===== config.mk =====
export PLATFORM = sky130hd
export DESIGN_NAME = huffman_alphabet_5_decoder_flat
export DESIGN_NICKNAME = d
export VERILOG_FILES = /design/src/rtl/huffman_alphabet_5_decoder_if.sv /design/src/rtl/huffman_alphabet_5_decoder.sv /design/src/flat_wrapper.sv
export SDC_FILE = /design/constraint.sdc
export NUM_CORES = 1
export LEC_CHECK = 0
export BUFFER_PORTS_ARGS = -buffer_cell sky130_fd_sc_hd__buf_2
export CORE_MARGIN = 5
export CORE_UTILIZATION = 50
export DETAILED_ROUTE_END_ITERATION = 10
export GPL_ROUTABILITY_DRIVEN = 0
export PLACE_DENSITY = 0.74
export SYNTH_ARGS = -nofsm -noshare
export SYNTH_HDL_FRONTEND = slang
export SYNTH_SLANG_ARGS = --single-unit

===== constraint.sdc =====
create_clock -name clock -period 5.1 [get_ports clock]
set_input_delay 1.275 -clock clock [delete_from_list [all_inputs] [get_ports clock]]
set_output_delay 1.275 -clock clock [all_outputs]
set_load 0.01 [all_outputs]

===== src/rtl/huffman_alphabet_5_decoder_if.sv =====
// Handshake and config bundle for the serial Huffman decoder.
// Ports: cfg write path, code-bit stream in, symbol stream out, err/clr_err.
interface huffman_alphabet_5_decoder_if #(
  parameter int SYM_W = 5
);
  logic             cfg_we;
  logic             cfg_sel;
  logic [4:0]       cfg_addr;
  logic [5:0]       cfg_data;
  logic             in_valid;
  logic             in_bit;
  logic             in_ready;
  logic             sym_valid;
  logic [SYM_W-1:0] sym_data;
  logic [4:0]       sym_len;
  logic             sym_ready;
  logic             err;
  logic             clr_err;

  modport master (
    output cfg_we, cfg_sel, cfg_addr, cfg_data,
    output in_valid, in_bit, sym_ready, clr_err,
    input  in_ready, sym_valid, sym_data,
    input  sym_len, err
  );

  modport slave (
    input  cfg_we, cfg_sel, cfg_addr, cfg_data,
    input  in_valid, in_bit, sym_ready, clr_err,
    output in_ready, sym_valid, sym_data,
    output sym_len, err
  );
endinterface


===== src/rtl/huffman_alphabet_5_decoder.sv =====
// Serial canonical-Huffman decoder, one code bit per cycle, MSB first.
// Ports: clock, rst_n (async low), bus (slave: cfg, bits in, symbols out, err).
module huffman_alphabet_5_decoder #(
  parameter int SYM_W   = 5,
  parameter int MAX_LEN = 16
) (
  input logic clock,
  input logic rst_n,
  huffman_alphabet_5_decoder_if.slave bus
);

  localparam int CW_W  = MAX_LEN + 1;
  localparam int LEN_W = 5;
  localparam int CNT_W = SYM_W + 1;
  localparam int LIX_W = $clog2(MAX_LEN);
  localparam int NSYM  = 1 << SYM_W;

  typedef enum logic [1:0] {
    S_IDLE,
    S_DECODE,
    S_ERROR
  } state_t;

  state_t            state_q, state_d;
  logic [CW_W-1:0]   code_q, code_d;
  logic [CW_W-1:0]   first_q, first_d;
  logic [SYM_W-1:0]  index_q, index_d;
  logic [LEN_W-1:0]  len_q, len_d;
  logic              sym_valid_q, sym_valid_d;
  logic [SYM_W-1:0]  sym_data_q, sym_data_d;
  logic [LEN_W-1:0]  sym_len_q, sym_len_d;
  logic              err_q, err_d;

  logic [CNT_W-1:0]  cnt_q [MAX_LEN];
  logic [SYM_W-1:0]  sym_q [NSYM];

  logic              in_ready;
  logic              accept;
  logic [LEN_W-1:0]  len_nx;
  logic [CW_W-1:0]   cw;
  logic [CNT_W-1:0]  c;
  logic [CW_W-1:0]   c_ext;
  logic [CW_W-1:0]   diff;
  logic              hit;
  logic [SYM_W-1:0]  sidx;

  assign in_ready = (state_q != S_ERROR)
                  & ~(sym_valid_q & ~bus.sym_ready)
                  & ~bus.cfg_we;
  assign accept   = bus.in_valid & in_ready;

  // Length MAX_LEN wraps to count-table slot 0.
  assign len_nx = len_q + LEN_W'(1);
  assign cw     = code_q | CW_W'(bus.in_bit);
  assign c      = cnt_q[len_nx[LIX_W-1:0]];
  assign c_ext  = CW_W'(c);
  assign diff   = cw - first_q;
  assign hit    = (cw >= first_q) && (diff < c_ext);
  assign sidx   = index_q + diff[SYM_W-1:0];

  always_ff @(posedge clock or negedge rst_n) begin
    if (!rst_n) begin
      for (int i = 0; i < MAX_LEN; i++) cnt_q[i] <= '0;
      for (int i = 0; i < NSYM; i++) sym_q[i] <= '0;
    end else if (bus.cfg_we) begin
      if (!bus.cfg_sel) begin
        if (bus.cfg_addr < LEN_W'(MAX_LEN))
          cnt_q[bus.cfg_addr[LIX_W-1:0]] <= bus.cfg_data;
      end else begin
        sym_q[bus.cfg_addr[SYM_W-1:0]] <= bus.cfg_data[SYM_W-1:0];
      end
    end
  end

  always_ff @(posedge clock or negedge rst_n) begin
    if (!rst_n) begin
      state_q     <= S_IDLE;
      code_q      <= '0;
      first_q     <= '0;
      index_q     <= '0;
      len_q       <= '0;
      sym_valid_q <= 1'b0;
      sym_data_q  <= '0;
      sym_len_q   <= '0;
      err_q       <= 1'b0;
    end else begin
      state_q     <= state_d;
      code_q      <= code_d;
      first_q     <= first_d;
      index_q     <= index_d;
      len_q       <= len_d;
      sym_valid_q <= sym_valid_d;
      sym_data_q  <= sym_data_d;
      sym_len_q   <= sym_len_d;
      err_q       <= err_d;
    end
  end

  always_comb begin
    state_d     = state_q;
    code_d      = code_q;
    first_d     = first_q;
    index_d     = index_q;
    len_d       = len_q;
    sym_valid_d = sym_valid_q;
    sym_data_d  = sym_data_q;
    sym_len_d   = sym_len_q;
    err_d       = err_q;

    if (sym_valid_q && bus.sym_ready)
      sym_valid_d = 1'b0;

    if (bus.clr_err || bus.cfg_we) begin
      state_d = S_IDLE;
      code_d  = '0;
      first_d = '0;
      index_d = '0;
      len_d   = '0;
      if (bus.clr_err) err_d = 1'b0;
    end else if (accept) begin
      if (hit) begin
        sym_data_d  = sym_q[sidx];
        sym_len_d   = len_nx;
        sym_valid_d = 1'b1;
        state_d     = S_IDLE;
        code_d      = '0;
        first_d     = '0;
        index_d     = '0;
        len_d       = '0;
      end else if (len_nx == LEN_W'(MAX_LEN)) begin
        state_d = S_ERROR;
        err_d   = 1'b1;
      end else begin
        index_d = index_q + c[SYM_W-1:0];
        first_d = (first_q + c_ext) << 1;
        code_d  = cw << 1;
        len_d   = len_nx;
        state_d = S_DECODE;
      end
    end
  end

  assign bus.in_ready  = in_ready;
  assign bus.sym_valid = sym_valid_q;
  assign bus.sym_data  = sym_data_q;
  assign bus.sym_len   = sym_len_q;
  assign bus.err       = err_q;

endmodule


===== src/flat_wrapper.sv =====
// flat-port wrapper written by rule: the top's interface ports become plain ports
module huffman_alphabet_5_decoder_flat 
#(
  parameter int SYM_W   = 5,
  parameter int MAX_LEN = 16
)
  (clock, rst_n, bus_cfg_we, bus_cfg_sel, bus_cfg_addr, bus_cfg_data, bus_in_valid, bus_in_bit, bus_sym_ready, bus_clr_err, bus_in_ready, bus_sym_valid, bus_sym_data, bus_sym_len, bus_err);
  huffman_alphabet_5_decoder_if #(.SYM_W(SYM_W)) bus_i ();
  input logic clock;
  input logic rst_n;
  input wire logic [$bits(bus_i.cfg_we)-1:0] bus_cfg_we;
  input wire logic [$bits(bus_i.cfg_sel)-1:0] bus_cfg_sel;
  input wire logic [$bits(bus_i.cfg_addr)-1:0] bus_cfg_addr;
  input wire logic [$bits(bus_i.cfg_data)-1:0] bus_cfg_data;
  input wire logic [$bits(bus_i.in_valid)-1:0] bus_in_valid;
  input wire logic [$bits(bus_i.in_bit)-1:0] bus_in_bit;
  input wire logic [$bits(bus_i.sym_ready)-1:0] bus_sym_ready;
  input wire logic [$bits(bus_i.clr_err)-1:0] bus_clr_err;
  output wire logic [$bits(bus_i.in_ready)-1:0] bus_in_ready;
  output wire logic [$bits(bus_i.sym_valid)-1:0] bus_sym_valid;
  output wire logic [$bits(bus_i.sym_data)-1:0] bus_sym_data;
  output wire logic [$bits(bus_i.sym_len)-1:0] bus_sym_len;
  output wire logic [$bits(bus_i.err)-1:0] bus_err;
  assign bus_i.cfg_we = bus_cfg_we;
  assign bus_i.cfg_sel = bus_cfg_sel;
  assign bus_i.cfg_addr = bus_cfg_addr;
  assign bus_i.cfg_data = bus_cfg_data;
  assign bus_i.in_valid = bus_in_valid;
  assign bus_i.in_bit = bus_in_bit;
  assign bus_i.sym_ready = bus_sym_ready;
  assign bus_i.clr_err = bus_clr_err;
  assign bus_in_ready = bus_i.in_ready;
  assign bus_sym_valid = bus_i.sym_valid;
  assign bus_sym_data = bus_i.sym_data;
  assign bus_sym_len = bus_i.sym_len;
  assign bus_err = bus_i.err;
  huffman_alphabet_5_decoder #(.SYM_W(SYM_W), .MAX_LEN(MAX_LEN)) u_core (.clock(clock), .rst_n(rst_n), .bus(bus_i));
endmodule

* Yosys cells after proc, flatten, opt, wreduce, memory -nomap -nowiden
Index checks and enable logic that the tools add are counted.
Widths: inputs -> output; s select.
** Cells by class
- Reduce and logical (&&, ||, !) cells :: 12
- Bitwise logic cells :: 14
- Magnitude comparators :: 9
- Multiplexer cells :: 41
- Equality and inequality tests :: 5
- Add/sub/neg operators :: 5
** Operators with widths (count)
- $bwmux 160 :: 1
- $mux 17 :: 8
- $bwmux 96 :: 1
- $mux 5 :: 11
- $bmux 5 s5 :: 1
- $demux 5 s5 :: 1
- $bmux 6 s4 :: 1
- $demux 6 s4 :: 1
- $mux 6 :: 3
- $ge 17x17->1 :: 1
- $lt 17x6->1 :: 1
- $or 17x1->17 :: 1
- $sub 17x17->17 :: 1
- $add 16x6->16 :: 1
- $ge 6x6->1 const B :: 2
- $not 5->6 :: 2
- $add 5x5->5 :: 2
- $ge 5x5->1 const B :: 2
- $not 4->5 :: 2
- $mux 1 :: 9
- $mux 2 :: 4
- $lt 6x1->1 const B :: 1
- $ne 2x2->1 const B :: 3
- $reduce_and 3->1 :: 2
- other kinds (12) :: 24
** Word-level totals
- Bits in registers :: 314
- Input bits :: 19

* Longest topological paths before layout
Gate-level depths: netlist of the first run.
- Depth after elaboration :: 10
- Depth in mapped cells :: 21

* Worst setup path before layout of the first run
Ideal clock, no wire load.
- Kind :: register to register
- Start :: register u_core.len_q[0]
- End :: register u_core.sym_data_q[0] (netlist: u_core.bus.sym_data[0])
- Path buffers :: 5
- Setup slack :: -139 ps
- Cell stages (with the launch flop) :: 19
- Required time :: 4975 ps
- Arrival :: 5113 ps
- Clock period less this slack :: 5239 ps
- Setup time :: 125 ps
- Cell sequence :: dfrtp_1 -> buf_6 -> buf_1 -> clkbuf_1 -> mux4_2 -> mux4_2 -> inv_1 -> ha_1 -> a2bb2oi_1 -> o221ai_1 -> nor3_1 -> o2111ai_1 -> a211oi_1 -> nand4_1 -> or4_1 -> buf_2 -> or3_4 -> buf_6 -> mux2_4
** On the way
- Longest elaborated chain between the ends :: 8
** Ends and longest elaborated chain
- start, declared :: line huffman_alphabet_5_decoder.sv:28 : logic [LEN_W-1:0] len_q, len_d;
- start signal, assigned :: line huffman_alphabet_5_decoder.sv:91 : len_q <= len_d;
- $add 5x1->5 :: line huffman_alphabet_5_decoder.sv:53 : assign len_nx = len_q + LEN_W'(1);
- $not 4->5 (implied by the code) :: line huffman_alphabet_5_decoder.sv:55 : assign c = cnt_q[len_nx[LIX_W-1:0]];
- $bmux 6 s4 :: line huffman_alphabet_5_decoder.sv:55
- $mux 6 (implied by the code) (2 in series) :: line huffman_alphabet_5_decoder.sv:55
- $lt 17x6->1 :: line huffman_alphabet_5_decoder.sv:58 : assign hit = (cw >= first_q) && (diff < c_ext);
- $logic_and 1x1->1 :: line huffman_alphabet_5_decoder.sv:58
- $reduce_and 3->1 (no line)
- end signal, assigned :: line huffman_alphabet_5_decoder.sv:93 : sym_data_q <= sym_data_d;
- end, declared :: line huffman_alphabet_5_decoder.sv:30 : logic [SYM_W-1:0] sym_data_q, sym_data_d;
Every way passes these cells. The select of a mux whose other input is x is not followed.
A chain may end at the register's enable or synchronous reset.

* Worst setup path after layout of the first run
- Start :: register u_core.len_q[1]
- End :: register u_core.sym_data_q[4] (netlist: u_core.bus.sym_data[4])
** On the way
- Longest elaborated chain between the ends :: 8
** Ends and longest elaborated chain
- $add 5x1->5 :: line huffman_alphabet_5_decoder.sv:53
- named net u_core.len_nx[1] :: line huffman_alphabet_5_decoder.sv:39 : logic [LEN_W-1:0] len_nx;
- $not 4->5 (implied by the code) :: line huffman_alphabet_5_decoder.sv:55
- $bmux 6 s4 :: line huffman_alphabet_5_decoder.sv:55
- $mux 6 (implied by the code) (2 in series) :: line huffman_alphabet_5_decoder.sv:55
- $lt 17x6->1 :: line huffman_alphabet_5_decoder.sv:58
- $logic_and 1x1->1 :: line huffman_alphabet_5_decoder.sv:58
- $reduce_and 3->1 (no line)
The timed path passes the listed nets, and every way through them passes these cells. The select of a mux whose other input is x is not followed.

==> results of run 1 <==
==> Yosys cell counts (3+ instances only) <==
| library cell | count |
|---|---|
| nand2_1 | 67 |
| mux2_4 | 6 |
| a31oi_1 | 22 |
| o21ai_1 | 4 |
| clkbuf_1 | 64 |
| nand4_1 | 29 |
| and3_1 | 5 |
| a22o_1 | 17 |
| mux4_2 | 68 |
| mux2i_1 | 16 |
| nand2b_1 | 7 |
| nor2b_1 | 8 |
| or2_2 | 3 |
| dfrtp_1 | 312 |
| inv_1 | 35 |
| o2111ai_1 | 3 |
| mux2_2 | 268 |
| xor2_1 | 8 |
| o211ai_1 | 6 |
| buf_6 | 3 |
| o31ai_1 | 3 |
| ha_1 | 36 |
| nor2_1 | 41 |
| o22ai_1 | 3 |
| a21oi_1 | 33 |
| xnor2_1 | 21 |
| nand3_1 | 38 |
| o21ai_0 | 11 |
| buf_1 | 6 |
| o21a_1 | 6 |
| nor3_1 | 22 |
| a21o_1 | 11 |
| buf_2 | 3 |
| fa_1 | 4 |
==> cell families (layout without fill, tap and decap cells) <==
kind of cell               after synthesis  after routing  share of synthesized area (%)
muxes                                  361            361                           30.4
buffers and inverters                  111            146                           2.77
and+or+nand+nor                        237            237                           7.32
DFF                                    312            312                           48.9
xor gates and xnor gates                31             31                           1.87
adders and majority gates               40             40                           3.32
AOI/OAI and AO/OA                      131            131                           5.45
==> area by class of cell <==
| cell class | instances | area share, % |
|---|---|---|
| repair buffers | 47 | 2.02 |
| flip-flops and latches | 312 | 43.8 |
| clock inverters | 17 | 1.70 |
| clock buffers | 47 | 5.61 |
| multi-input cells | 800 | 43.4 |
| inverters | 35 | 0.736 |
| well taps | 402 | 2.82 |
==> where the power goes <==
| part | switching [mW] | internal, mW | leakage, nW | total [mW] |
|---|---|---|---|---|
| Combinational | 0.593 | 0.548 | 3.35 | 1.14 |
| Sequential | 0.167 | 2.77 | 4.17 | 2.94 |
| Clock | 1.04 | 1.75 | 0.639 | 2.79 |
==> through the flow <==
stage	std cells	area, sq um
after global placement	1596	16500
after CTS	1660	17800
after detailed placement	1596	16500
after global routing	1660	17800
final	1660	17800
after floorplan	1223	16000
==> how the worst min path moves through the flow <==
stage,end,cells after the start
floorplan,u_core.first_q[12]$_DFFE_PN0P_,1
global placement,u_core.sym_q[132]$_DFFE_PN0P_,1
detailed placement,u_core.sym_q[105]$_DFFE_PN0P_,1
CTS,u_core.sym_q[67]$_DFFE_PN0P_,1
global route,u_core.sym_q[120]$_DFFE_PN0P_,1
finish,u_core.sym_q[153]$_DFFE_PN0P_,1
==> sequential cells by signal (all words and copies together), names as in the netlist <==
signal / cells
u_core.bus.sym_valid: 1
u_core.bus.err: 1
u_core.len_q: 5
u_core.sym_q: 160
u_core.bus.sym_len: 5
u_core.bus.sym_data: 5
u_core.index_q: 5
u_core.code_q: 16
u_core.first_q: 16
u_core.cnt_q: 96
u_core.state_q: 2
==> per-layer routing <==
| layer | vias up | global-route usage (%) | wire length [um] |
|---|---|---|---|
| li1 | 4540 | - | - |
| met1 | 5350 | 31.2 | 16800 |
| met2 | 263 | 32.1 | 16800 |
| met3 | 64 | 4.15 | 2080 |
| met4 | 4 | 5.41 | 798 |
| met5 | - | 0 | 27 |
==> key figures, run 1 <==
Critical path
  • Crit start category: flip-flop
  • Reg-to-reg startpoint: u_core.len_q[1]$_DFFE_PN0P_
  • CP startpoint: u_core.len_q[1]$_DFFE_PN0P_
  • Max incr delay on CP: just over 0.6 ns
  • FF-to-FF setup slack: ~0.35 ns
  • CP arrival: a little over 5 ns
  • Worst Reg-to-Reg Cells: 15
  • Critical path, cell by cell: ha_1 -> buf_12 -> mux4_2 -> mux4_2 -> inv_1 -> ha_1 -> a2bb2oi_1 -> o221ai_1 -> nor3_1 -> o2111ai_1 -> a211oi_1 -> nand4_1 -> or4_1 -> or3_4 -> mux2_1
  • Bufs and invs on worst path: 2
  • Delay-heaviest family, CP: simple AND/OR/NAND/NOR gates
  • Crit Path Class: flip-flop to flip-flop
  • Worst Setup EP: u_core.bus.sym_data[4]$_DFFE_PN0P_
  • CP Data Required Time: approximately 5.5 ns
  • Worst path slowest cell: or4_1
  • Number of cells on the critical path: 15
  • Crit end category: flip-flop
  • FF-to-FF End: u_core.bus.sym_data[4]$_DFFE_PN0P_
  • CP max FO: 24

Route
  • Vias per Instance: roughly 6
  • Pre-antenna DRT Iters: 5
  • Final wirelength: 36,400 um
  • Wire per inst: 22.0 um
  • DR vias: a little over 10,000
  • DRC: 0
  • Post-route ant nets: 0
  • DRT iter0 DRCs: 707

Die
  • Die footprint: between 30,000 and 40,000 sq um
  • Std cell rows: 65
  • Top Ports: 32
  • Die H: roughly 190 um
  • Core Region: roughly 32,000 sq um
  • Die W: about 190 um
  • Initial core utilization: 50.6%

Clocking
  • CTS tree: done
  • H-tree Lvls: 2
  • Clk_lat worst skew: roughly 0.52 ns
  • Num Clock Sinks: about 310
  • Post-CTS Resized: 0
  • CTS Buf Count: 35
  • Setup bufs post-CTS: 0
  • Clk buf depth: 3
  • Clock transition at the registers of the reported paths: ~0.060 ns
  • Root Driver: clkbuf_16
  • # hold bufs at CTS: 0

Synth
  • Register area share after synthesis: 48.9%
  • Dominant cell type by area after synthesis: dfrtp_1
  • Unique masters post-synth: slightly below 60
  • Post-synth top flop: dfrtp_1
  • Synth warn: 0
  • Cells after synthesis: around 1,200
  • Post-synthesis average cell area: 13.1 sq um
  • Mapped Area: roughly 16,000 sq um
  • Net count after synthesis: approximately 1,300
  • Share of flip-flops with an asynchronous set or reset: 100%
  • Post-synth EDFFs: 0
  • Most area-consuming cells after synthesis: dfrtp_1 49%, mux2_2 19%, mux4_2 9.6%
  • Register bit total from synthesis: ~310
  • Top cell type's share of synthesized area: between 40 and 50%

Power and ir drop
  • Leak: about 8.2 nW
  • Cell area power density: roughly 390 nW/um^2
  • Worst IR Drop VDD: between 0.2 and 0.3 mV
  • Total power: roughly 6.9 mW

Finish
  • Area grow syn2layout: 11.8%
  • Area of the multi-input gates: approximately 7700 sq um
  • Most frequent cells in the layout: 311 x dfrtp_1, 268 x mux2_2, 68 x mux4_2
  • Layout Nets: around 1,300
  • Register area: 7810 sq um
  • Final core utilization: between 50% and 60%
  • Fillers: roughly 2,500
  • Antenna cells: 0
  • Layout cells sized above 1: between 30% and 40%
  • Most common cell after layout, fill and taps aside: dfrtp_1

STA
  • Final slew viol count: 0
  • Final WS setup: roughly 0.35 ns
  • Slew headroom: between 10% and 20%
  • Tmin final: 4.75 ns
  • Fin crit share: between 90% and 100%
  • Actual slew at the worst max-slew pin: between 1 and 1.5 ns
  • Hold Vio Cnt, Final: 0
  • Min Hold Slack: 0.501 ns
  • Setup TNS: 0 ns
  • Setup Skew: between 0.015 and 0.02 ns
  • Fmax: 211 MHz
  • Unrepaired setup endpoints after global routing: false
  • Final Setup Violations: 0

Global routing
  • First-pass GRT wire length: around 60,000 um
  • Global Route Usage Sum: around a fifth
  • Initial antenna violation count: 2
  • Largest net degree at the start of global routing: between 90 and 100
  • Number of global-route vias before repair: 10,788
  • GR Overflow Total: 0

Placed design
  • Pre-CTS setup slack: 0.387 ns
  • # port buffers: 31
  • Post-DP HPWL: about 24,000 um

Flow run
  • Max-cap violations: 0

Min path
  • Worst hold path type: flip-flop to flip-flop
  • Hold path start: u_core.sym_q[153]$_DFFE_PN0P_

Run status
  • Outcome: completed
Power figures use the tool's default switching activity.
==> inputs of run 2 (changes only) <==
--- a/config.mk
+++ b/config.mk
@@ -6,6 +6,7 @@
 export NUM_CORES = 1
 export LEC_CHECK = 0
 export BUFFER_PORTS_ARGS = -buffer_cell sky130_fd_sc_hd__buf_2
+export CORE_ASPECT_RATIO = 1.2
 export CORE_MARGIN = 5
 export CORE_UTILIZATION = 50
 export DETAILED_ROUTE_END_ITERATION = 10
==> key figures, run 2 (synthesized netlist as in run 1, its figures left out) <==
Run status
  • Outcome: completed

Power and ir drop
  • Worst IR Drop VDD: 0.249 mV (-6.5%)
  • Cell area power density: 373 nW/um^2 (-3.1%)
  • Reg power frac: 44.4% (+1.6 points)
  • Leak: 8.12 nW (-0.47%)
  • Sw Share: 26.6% (+0.42 points)
  • Internal power: 4.85 mW (-4.3%)
  • Clock share of power: 38.5% (-2.1 points)
  • Sw Pwr: 1.76 mW (-2.2%)
  • Comb pwr share: 17.1% (+0.5 points)

Finish
  • Fillers: 2,506 (+0.97%)
  • Max reg flops: 160 (unchanged)
  • Layout Nets: 1,297 (+0.54%)
  • Largest regs: u_core.sym_q x160, u_core.cnt_q x96
  • Final core utilization: 56.4% (-0.16 points)
  • Biggest register: u_core.sym_q
  • Area grow syn2layout: 11.1%
  • Most frequent cells in the layout: 311 x dfrtp_1, 268 x mux2_2, 68 x mux4_2
  • Most common cell after layout, fill and taps aside: dfrtp_1
  • Register area: 7810 sq um (unchanged)
  • Layout cells sized above 1: 37.2% (+0.20 points)
  • Area of the multi-input gates: 7730 sq um (about the same)

Clocking
  • Clk_lat worst skew: 0.53 ns (about the same)
  • # hold bufs at CTS: 0 (unchanged)
  • Setup bufs post-CTS: 0 (unchanged)
  • CTS Buf Count: 35 (unchanged)
  • Root Driver: clkbuf_16
  • Num Clock Sinks: 312 (unchanged)
  • Clk buf depth: 3 (unchanged)
  • H-tree Lvls: 2 (unchanged)
  • CTS tree: done
  • Clock transition at the registers of the reported paths: 0.06 ns (about the same)
  • Post-CTS Resized: 0 (unchanged)

Global routing
  • Number of global-route vias before repair: 10,901 (+1.0%)
  • First-pass GRT wire length: 60,300 um (about the same)
  • Global Route Usage Sum: 21.1% (+0.12 points)
  • GR Overflow Total: 0 (unchanged)
  • Initial antenna violation count: 3 (+1)
  • Largest net degree at the start of global routing: 122 (+30%)

STA
  • Setup Skew: 0.0286 ns (+0.0106 ns)
  • Setup TNS: 0 ns (unchanged)
  • Tmin final: 4.81 ns (+0.0613 ns)
  • Fin crit share: 94.3% (+1.2 points)
  • Final slew viol count: 0 (unchanged)
  • Final Setup Violations: 0 (unchanged)
  • Min Hold Slack: 0.501 ns (+0.000352 ns)
  • Actual slew at the worst max-slew pin: 1.16 ns (-0.142 ns)
  • Unrepaired setup endpoints after global routing: false
  • Hold Vio Cnt, Final: 0 (unchanged)
  • Slew headroom: 22.2% (+9.6 points)
  • Fmax: 208 MHz (-1.3%)

Route
  • DR vias: 10,110 (-1.1%)
  • Final wirelength: 37,100 um (+1.7%)
  • Vias per Instance: 6.08 (-1.3%)
  • Pre-antenna DRT Iters: 5 (unchanged)
  • Post-route ant nets: 0 (unchanged)
  • Wire per inst: 22.3 um (+1.5%)
  • DRT iter0 DRCs: 715 (+1.1%)
  • DRC: 0 (unchanged)

Die
  • Std cell rows: 71 (+9.2%)
  • Core Region: 31,400 sq um (-0.34%)
  • Initial core utilization: 50.8% (+0.17 points)
  • Die H: 206 um (+9.0%)
  • Die footprint: 35,600 sq um (about the same)
  • Top Ports: 32 (unchanged)
  • Die W: 173 um (-8.3%)

Flow run
  • Max-cap violations: 0 (unchanged)

Critical path
  • Crit Path Class: flip-flop to flip-flop
  • CP max FO: 18 (-25%)
  • Crit start category: flip-flop
  • Crit end category: flip-flop
  • CP Data Required Time: 5.50 ns (about the same)
  • Reg-to-reg startpoint: u_core.len_q[1]$_DFFE_PN0P_
  • CP startpoint: u_core.len_q[1]$_DFFE_PN0P_
  • CP arrival: 5.21 ns (+0.07 ns)

Placed design
  • Post-DP HPWL: 25,400 um (+5.2%)
  • # port buffers: 31 (unchanged)

Min path
  • Worst hold path type: flip-flop to flip-flop
  • Hold path start: u_core.sym_q[135]$_DFFE_PN0P_
[run 2: final cells by class]
type	count	share of cell area [%]
Timing Repair Buffer	54	2.12
Antenna cell	1	0.0141
Tap cell	401	2.83
Multi-Input combinational cell	800	43.6
Clock buffer	50	5.93
Inverter	35	0.741
Sequential cell	312	44.0
Clock inverter	11	0.748
[run 2: metal layers]
metal | vias to the layer above | part of all wire [%] | global-route usage (%)
met2 | 255 | 51 | 37.1
li1 | 4548 | - | -
met3 | 99 | 3.7 | 3.14
met5 | - | 0.054 | 0
met1 | 5204 | 41 | 26.4
met4 | 4 | 4.3 | 8.78
[run 2: path summary, 6_finish.rpt]
path,to,slack (ns),depth (start not counted)
min in group asynchronous,u_core.cnt_q[53]$_DFFE_PN0P_,0.87,1
worst min-delay path,u_core.sym_q[135]$_DFFE_PN0P_,0.50,1
max in group asynchronous,u_core.sym_q[109]$_DFFE_PN0P_,3.12,2
worst max-delay path,u_core.len_q[0]$_DFFE_PN0P_,0.29,14
worst min register to register,u_core.sym_q[135]$_DFFE_PN0P_,0.50,1
worst max register to register,u_core.len_q[0]$_DFFE_PN0P_,0.29,14
[run 2: metrics by stage]
step / cells / cell area [sq um] / power [mW] / setup slack [ns]
floorplan: 1223 / 16000 / 3.75 / 0.00438
global placement: 1602 / 16500 / 4.05 / 0.422
detailed placement: 1602 / 16500 / 4.11 / 0.322
CTS: 1663 / 17700 / 6.67 / 0.287
global route: 1664 / 17700 / 6.90 / 0.0801
finish: 1664 / 17700 / 6.62 / 0.293
[run 2: critical path, cell delays in order, from the launching register on]
cell and delay [ns]:
dfrtp_1 0.43, ha_1 0.69, mux4_2 0.39, mux4_2 0.52
inv_1 0.08, ha_1 0.25, a2bb2oi_1 0.14, o221ai_1 0.12
nor3_1 0.19, o2111ai_1 0.14, a211oi_1 0.18, nand4_1 0.09
or4_1 0.61, and3_1 0.48, mux2_2 0.38
[run 2: power by group through the flow]
stage | Clock [mW] | Combinational, mW | Sequential (mW)
finish | 2.55 | 1.13 | 2.94
global route | 2.70 | 1.23 | 2.97
CTS | 2.60 | 1.13 | 2.94
detailed placement | 0 | 1.13 | 2.98
global placement | 0 | 1.09 | 2.96
floorplan | 0 | 0.828 | 2.92
